===== config.mk =====
export PLATFORM = sky130hd
export DESIGN_NAME = fc_layer_engine
export DESIGN_NICKNAME = d
export VERILOG_FILES = /design/src/rtl/fc_layer_engine.sv
export SDC_FILE = /design/constraint.sdc
export NUM_CORES = 2
export LEC_CHECK = 0
export CAP_MARGIN = 20
export CORE_UTILIZATION = 30
export DETAILED_ROUTE_END_ITERATION = 12
export GPL_TIMING_DRIVEN = 0
export SLEW_MARGIN = 20
export SYNTH_ARGS = -nofsm -noshare
export SYNTH_HDL_FRONTEND = slang
export SYNTH_SLANG_ARGS = --single-unit
export TNS_END_PERCENT = 5

===== constraint.sdc =====
create_clock -name clock -period 9.1 [get_ports clock]
set_clock_uncertainty 0.2 [all_clocks]
set_input_delay 1.365 -clock clock [delete_from_list [all_inputs] [get_ports clock]]
set_output_delay 1.365 -clock clock [all_outputs]
set_load 0.05 [all_outputs]

===== src/rtl/fc_layer_engine.sv =====
// Fully-connected layer engine: streams every FM pixel with its weight-ROM word and
// accumulates one signed dot product per class. Optional argmax output under FC_ARGMAX_EN.
module fc_layer_engine #(
  parameter int NUM_CHANNELS = 4,
  parameter int FM_DEPTH     = 64,
  parameter int NUM_CLASSES  = 10,
  parameter int DATA_W       = 8,
  parameter int ACC_W        = 24,
  parameter int RD_LATENCY   = 1,
  localparam int AW = (FM_DEPTH > 1) ? $clog2(FM_DEPTH) : 1,
  localparam int CW = (NUM_CHANNELS > 1) ? $clog2(NUM_CHANNELS) : 1
) (
  input  logic                            clock,
  input  logic                            reset,
  input  logic                            start,
  output logic                            busy,
  output logic                            done,
  output logic [AW-1:0]                   fm_rd_addr,
  output logic [CW+AW-1:0]                w_rd_addr,
  input  logic [NUM_CHANNELS*DATA_W-1:0]  fm_q_vector,
  input  logic [NUM_CLASSES*DATA_W-1:0]   w_q_vector,
  output logic [NUM_CLASSES*ACC_W-1:0]    sum_vector,
  output logic                            sum_valid
`ifdef FC_ARGMAX_EN
  ,
  output logic [((NUM_CLASSES > 1) ? $clog2(NUM_CLASSES) : 1)-1:0] class_idx
`endif
);

  // state   | meaning
  // S_IDLE  | waiting for start, last result held
  // S_ISSUE | one FM/weight read per cycle
  // S_DRAIN | read/multiply/accumulate pipeline emptying (plus argmax scan)
  // S_DONE  | single-cycle done pulse
  typedef enum logic [1:0] {S_IDLE, S_ISSUE, S_DRAIN, S_DONE} state_t;

  state_t state, state_nxt;

  logic [CW-1:0]               ch_cnt;
  logic [AW-1:0]               addr_cnt;
  logic [RD_LATENCY-1:0]       vld_pipe;
  logic [CW-1:0]               ch_pipe [RD_LATENCY];
  logic signed [DATA_W-1:0]    fm_lane;
  logic                        prod_vld;
  logic signed [2*DATA_W-1:0]  prod [NUM_CLASSES];
  logic signed [ACC_W-1:0]     acc  [NUM_CLASSES];
  logic                        accept;
  logic                        issue;
  logic                        last_issue;
  logic                        last_retire;

  assign accept      = (state == S_IDLE) && start;
  assign issue       = (state == S_ISSUE);
  assign last_issue  = issue && (ch_cnt == CW'(NUM_CHANNELS - 1)) &&
                       (addr_cnt == AW'(FM_DEPTH - 1));
  // Once issuing has stopped, the product stage holding the final read with nothing
  // behind it means the last accumulate happens this cycle.
  assign last_retire = prod_vld && !(|vld_pipe);

`ifdef FC_ARGMAX_EN
  localparam int KW = (NUM_CLASSES > 1) ? $clog2(NUM_CLASSES) : 1;

  logic                    scan_on;
  logic                    scan_last;
  logic [KW-1:0]           scan_cnt;
  logic [KW-1:0]           best_idx;
  logic signed [ACC_W-1:0] best_val;

  assign scan_last = scan_on && (scan_cnt == KW'(NUM_CLASSES - 1));
  assign class_idx = best_idx;

  // Sequential scan over the final sums; strict compare keeps the lowest index on ties.
  always_ff @(posedge clock) begin
    if (reset) begin
      scan_on  <= 1'b0;
      scan_cnt <= '0;
      best_idx <= '0;
      best_val <= '0;
    end else if (state == S_DRAIN && last_retire && !scan_on) begin
      scan_on  <= 1'b1;
      scan_cnt <= '0;
    end else if (scan_on) begin
      if (scan_cnt == '0 || acc[scan_cnt] > best_val) begin
        best_val <= acc[scan_cnt];
        best_idx <= scan_cnt;
      end
      if (scan_last) scan_on  <= 1'b0;
      else           scan_cnt <= scan_cnt + KW'(1);
    end
  end
`endif

  always_ff @(posedge clock) begin
    if (reset) state <= S_IDLE;
    else       state <= state_nxt;
  end

  always_comb begin
    state_nxt = state;
    busy      = 1'b0;
    done      = 1'b0;
    case (state)
      S_IDLE:  if (start) state_nxt = S_ISSUE;
      S_ISSUE: begin
        busy = 1'b1;
        if (last_issue) state_nxt = S_DRAIN;
      end
      S_DRAIN: begin
        busy = 1'b1;
`ifdef FC_ARGMAX_EN
        if (scan_last) state_nxt = S_DONE;
`else
        if (last_retire) state_nxt = S_DONE;
`endif
      end
      S_DONE: begin
        done      = 1'b1;
        state_nxt = S_IDLE;
      end
      default: state_nxt = S_IDLE;
    endcase
  end

  always_ff @(posedge clock) begin
    if (reset) begin
      ch_cnt   <= '0;
      addr_cnt <= '0;
    end else if (accept) begin
      ch_cnt   <= '0;
      addr_cnt <= '0;
    end else if (issue && !last_issue) begin
      if (addr_cnt == AW'(FM_DEPTH - 1)) begin
        addr_cnt <= '0;
        ch_cnt   <= ch_cnt + CW'(1);
      end else begin
        addr_cnt <= addr_cnt + AW'(1);
      end
    end
  end

  assign fm_rd_addr = addr_cnt;
  assign w_rd_addr  = {ch_cnt, addr_cnt};

  always_ff @(posedge clock) begin
    if (reset) begin
      vld_pipe <= '0;
      for (int i = 0; i < RD_LATENCY; i++) ch_pipe[i] <= '0;
    end else begin
      vld_pipe[0] <= issue;
      ch_pipe[0]  <= ch_cnt;
      for (int i = 1; i < RD_LATENCY; i++) begin
        vld_pipe[i] <= vld_pipe[i-1];
        ch_pipe[i]  <= ch_pipe[i-1];
      end
    end
  end

  always_comb begin
    fm_lane = '0;
    for (int c = 0; c < NUM_CHANNELS; c++)
      if (ch_pipe[RD_LATENCY-1] == CW'(c)) fm_lane = fm_q_vector[c*DATA_W +: DATA_W];
  end

  always_ff @(posedge clock) begin
    if (reset) begin
      prod_vld <= 1'b0;
      for (int k = 0; k < NUM_CLASSES; k++) prod[k] <= '0;
    end else begin
      prod_vld <= vld_pipe[RD_LATENCY-1];
      if (vld_pipe[RD_LATENCY-1]) begin
        for (int k = 0; k < NUM_CLASSES; k++)
          prod[k] <= (2*DATA_W)'(fm_lane) *
                     (2*DATA_W)'($signed(w_q_vector[k*DATA_W +: DATA_W]));
      end
    end
  end

  // Size cast on a signed product sign-extends; sums wrap on overflow.
  always_ff @(posedge clock) begin
    if (reset || accept) begin
      for (int k = 0; k < NUM_CLASSES; k++) acc[k] <= '0;
    end else if (prod_vld) begin
      for (int k = 0; k < NUM_CLASSES; k++) acc[k] <= acc[k] + ACC_W'(prod[k]);
    end
  end

  always_ff @(posedge clock) begin
    if (reset || accept)                          sum_valid <= 1'b0;
    else if (state == S_DRAIN && state_nxt == S_DONE) sum_valid <= 1'b1;
  end

  always_comb begin
    sum_vector = '0;
    for (int k = 0; k < NUM_CLASSES; k++) sum_vector[k*ACC_W +: ACC_W] = acc[k];
  end

endmodule


==> results by group <==
CTS
  – Clock buffer count from CTS: 54
  – Post_cts resized: 0
  – # Post-CTS Setup Buffers: 0
  – Clock Sinks: about 420
  – Hold Buf Count CTS: 0
  – Clock Path Buffers: 3
  – Root buffer cell: clkbuf_16
  – Clock Latency Late Sink: 0.65 ns
  – CTS clk-pin slew, worst paths: roughly 0.060 ns
  – H-tree depth: 2
  – CTS tree: yes

Synthesis
  – Yosys top cell by area: edfxtp_1
  – Register bit total from synthesis: between 400 and 500
  – Synth warnings: 0
  – Synth top area share: 0.240
  – Mapped Cells: ~5200
  – Post-synth EDFFs: 400
  – Mapped Nets: approximately 6400
  – Fraction of the yosys area taken by sequential cells: 0.246
  – Post-synth top cells: inv_1 (898), fa_1 (560), ha_1 (527), and2_1 (471), edfxtp_1 (400)
  – Area contributors post-synth: edfxtp_1 (24%), fa_1 (22%), ha_1 (13%)
  – Top_reg_cell synth: edfxtp_1
  – Syn_area_per_cell: between 9 and 10 um2
  – Synth unique cells: slightly below 80
  – Async SR Flop Fraction: 0
  – Most common cell in the netlist: inv_1
  – Post-Syn Area: 50100 um2

Min path
  – Hold crit path type: reg -> reg

Route
  – Drt via density: 4.89
  – DRT Pass-1 Iters: 11
  – Routed WL per cell: between 20 and 25 um
  – Antenna Nets Post-Route: 0
  – Initial DRC Count: about 2600
  – Via count: ~39000
  – DRC: 56
  – Routed WL: between 150000 and 200000 um

Global route
  – Grt ovf: 0
  – GR Util All Layers: 0.192
  – First-pass GRT wire length: about 240000 um
  – Pin count of the biggest net entering global routing: 53
  – Vias in the first global route: slightly below 40000
  – Antenna violations before repair: slightly below 60

Timing
  – Max Clk Rate: between 100 and 150 MHz
  – Max-slew violations: 0
  – Final hold vios: 0
  – Setup TNS: 0 ns
  – Setup Viol. Count Final: 0
  – Actual slew at the worst max-slew pin: around 1.3 ns
  – Crit path time final: ~7.7 ns
  – Slew margin rel.: 0.142
  – Crit share post-route: 0.841
  – Unrepaired setup endpoints after global routing: false

Critical path
  – Crit start category: primary input
  – Critical Path RT: roughly 9.3 ns
  – Worst path max stage delay: about 0.8 ns
  – Crit path kind: in -> reg
  – Critical Path End Type: register
  – Critical path's slowest cell: clkbuf_1
  – Worst-path cell chain: clkdlybuf4s50_1, mux4_2, clkbuf_1, clkbuf_1, nand2_1, fa_1, fa_1, fa_1, inv_1, fa_1, ha_1, and3_1, a21oi_1, o21ai_0, o41ai_1, xnor2_1, nor2_1
  – Critical path's top delay family: adder cells
  – Critical path's most frequent cell: fa_1
  – Critical path arrival: between 7 and 8 ns
  – Peak fanout along the critical path: 10
  – Buf+Inv Stages, Crit Path: 4

Finish
  – Synthesis-to-finish area growth: 17.6%
  – Fin area: just under 60000 um2
  – Filler cell count: 16700
  – Nets: ~6800
  – Ratio of cells with drive above 1 in the final layout: 0.0318

Run
  – Max Cap Violations: 0

Floorplanning
  – Rows: roughly 150
  – I/O pin cnt: approximately 370
  – Initial Utilization: 0.303
  – Die area: about 170000 um2
  – Width of the die: between 400 and 500 um
  – Die height: 410 um
  – Core Area: around 170000 um2

Power
  – Clock power share: 0.195
  – Logic gate share of total power: 0.596
  – Sw Ratio: 0.436
  – Worst vdd ir: 163 uV
  – Net Sw Power: 5.07 mW
  – Static Leakage: approximately 27 nW
  – Reg power frac: 0.209
  – PD cells: between 150 and 200 nW/um2
  – Int Power: 6.56 mW

Place
  – Hpwl dp: 130000 um
  – GP Congestion: approximately 0.93
  – Port bufs: 370
  – DP Area: 57000 um2

Outcome
  – Failing checks: design-rule violations
  – Status: finished, violations left
==> final timing paths <==
| path | depth (start not counted) | from | to | slack (ns) |
|---|---|---|---|---|
| worst min-delay path | 2 | sum_valid | sum_valid | 0.30 |
| worst max-delay path | 17 | fm_q_vector[15] | prod[0][143] | 1.44 |
| worst max register to register | 17 | ch_pipe[0][1] | prod[0][143] | 1.66 |
| worst min register to register | 2 | sum_valid | sum_valid | 0.30 |
==> flip-flops by register name (all words and copies together) (netlist names) <==
name,count
sum_valid,1
acc,240
ch_cnt,2
vld_pipe,1
ch_pipe,2
state,2
prod_vld,1
fm_rd_addr,6
prod,160
==> cells in the final DEF, fill, tap and decap left out, types with 55 or more instances in the layout <==
| cell type | n |
|---|---|
| nor2b_1 | 109 |
| and2_1 | 471 |
| and3_1 | 57 |
| inv_1 | 898 |
| nor2_1 | 382 |
| clkbuf_16 | 55 |
| xor2_1 | 98 |
| nor3_1 | 119 |
| edfxtp_1 | 400 |
| a21o_1 | 129 |
| a21oi_1 | 216 |
| nand2_1 | 278 |
| clkbuf_1 | 91 |
| clkdlybuf4s50_1 | 370 |
| xnor2_1 | 195 |
| fa_1 | 560 |
| o21ai_0 | 169 |
| ha_1 | 527 |
==> logic make-up after synthesis <==
| group | synth area share |
|---|---|
| DFF | 0.246 |
| and+or+nand+nor | 0.163 |
| AOI/OAI and AO/OA | 0.0995 |
| muxes | 0.00740 |
| buffers and inverters | 0.0773 |
| adders and majority gates | 0.356 |
| xor gates and xnor gates | 0.0513 |
==> power by group through the flow <==
stage / Sequential, mW / Combinational [mW] / Clock (mW)
6_report: 2.43 / 6.93 / 2.27
5_1_grt: 2.45 / 7.88 / 2.39
4_1_cts: 2.44 / 6.95 / 2.33
3_5_place_dp: 2.47 / 6.89 / 0
3_3_place_gp: 2.52 / 6.76 / 0
2_1_floorplan: 2.71 / 5.00 / 0
==> cell type report <==
class / instances / area (um2) / area share
Inverter: 898 / 3370 / 0.0573
Buffer: 126 / 526 / 0.00893
Timing Repair Buffer: 387 / 4140 / 0.0703
Multi-Input combinational cell: 3763 / 33900 / 0.576
Clock buffer: 63 / 1410 / 0.0239
Clock inverter: 35 / 409 / 0.00695
Tap cell: 2189 / 2740 / 0.0465
Sequential cell: 415 / 12300 / 0.209
Antenna cell: 26 / 65.1 / 0.00111
==> worst min-delay path, cell delays in order, from the launching register on <==
cell	delay (ns)
dfxtp_1	0.34
a31oi_1	0.05
nor2_1	0.07
==> per-layer routing <==
metal  vias to the layer above  track usage  wire (um)
li1                      18000            -          -
met1                     19100        0.249      68400
met2                      1147        0.311      75500
met3                       296       0.0405      12700
met4                        38       0.0782       6320
met5                         -            0        225
==> per-stage QoR <==
stage	total power [mW]	worst slack [ns]	hold slack (ns)	instances	utilization
after floorplan	7.72	1.18	0.307	5202	-
after global placement	9.28	-4.90	0.262	7761	0.342
after detailed placement	9.36	0.896	0.288	7778	0.345
after CTS	11.7	1.57	0.299	7876	0.356
after global routing	12.7	1.24	0.328	7891	0.356
final	11.6	1.44	0.301	7902	0.356
(Power assumes the default switching activity.)
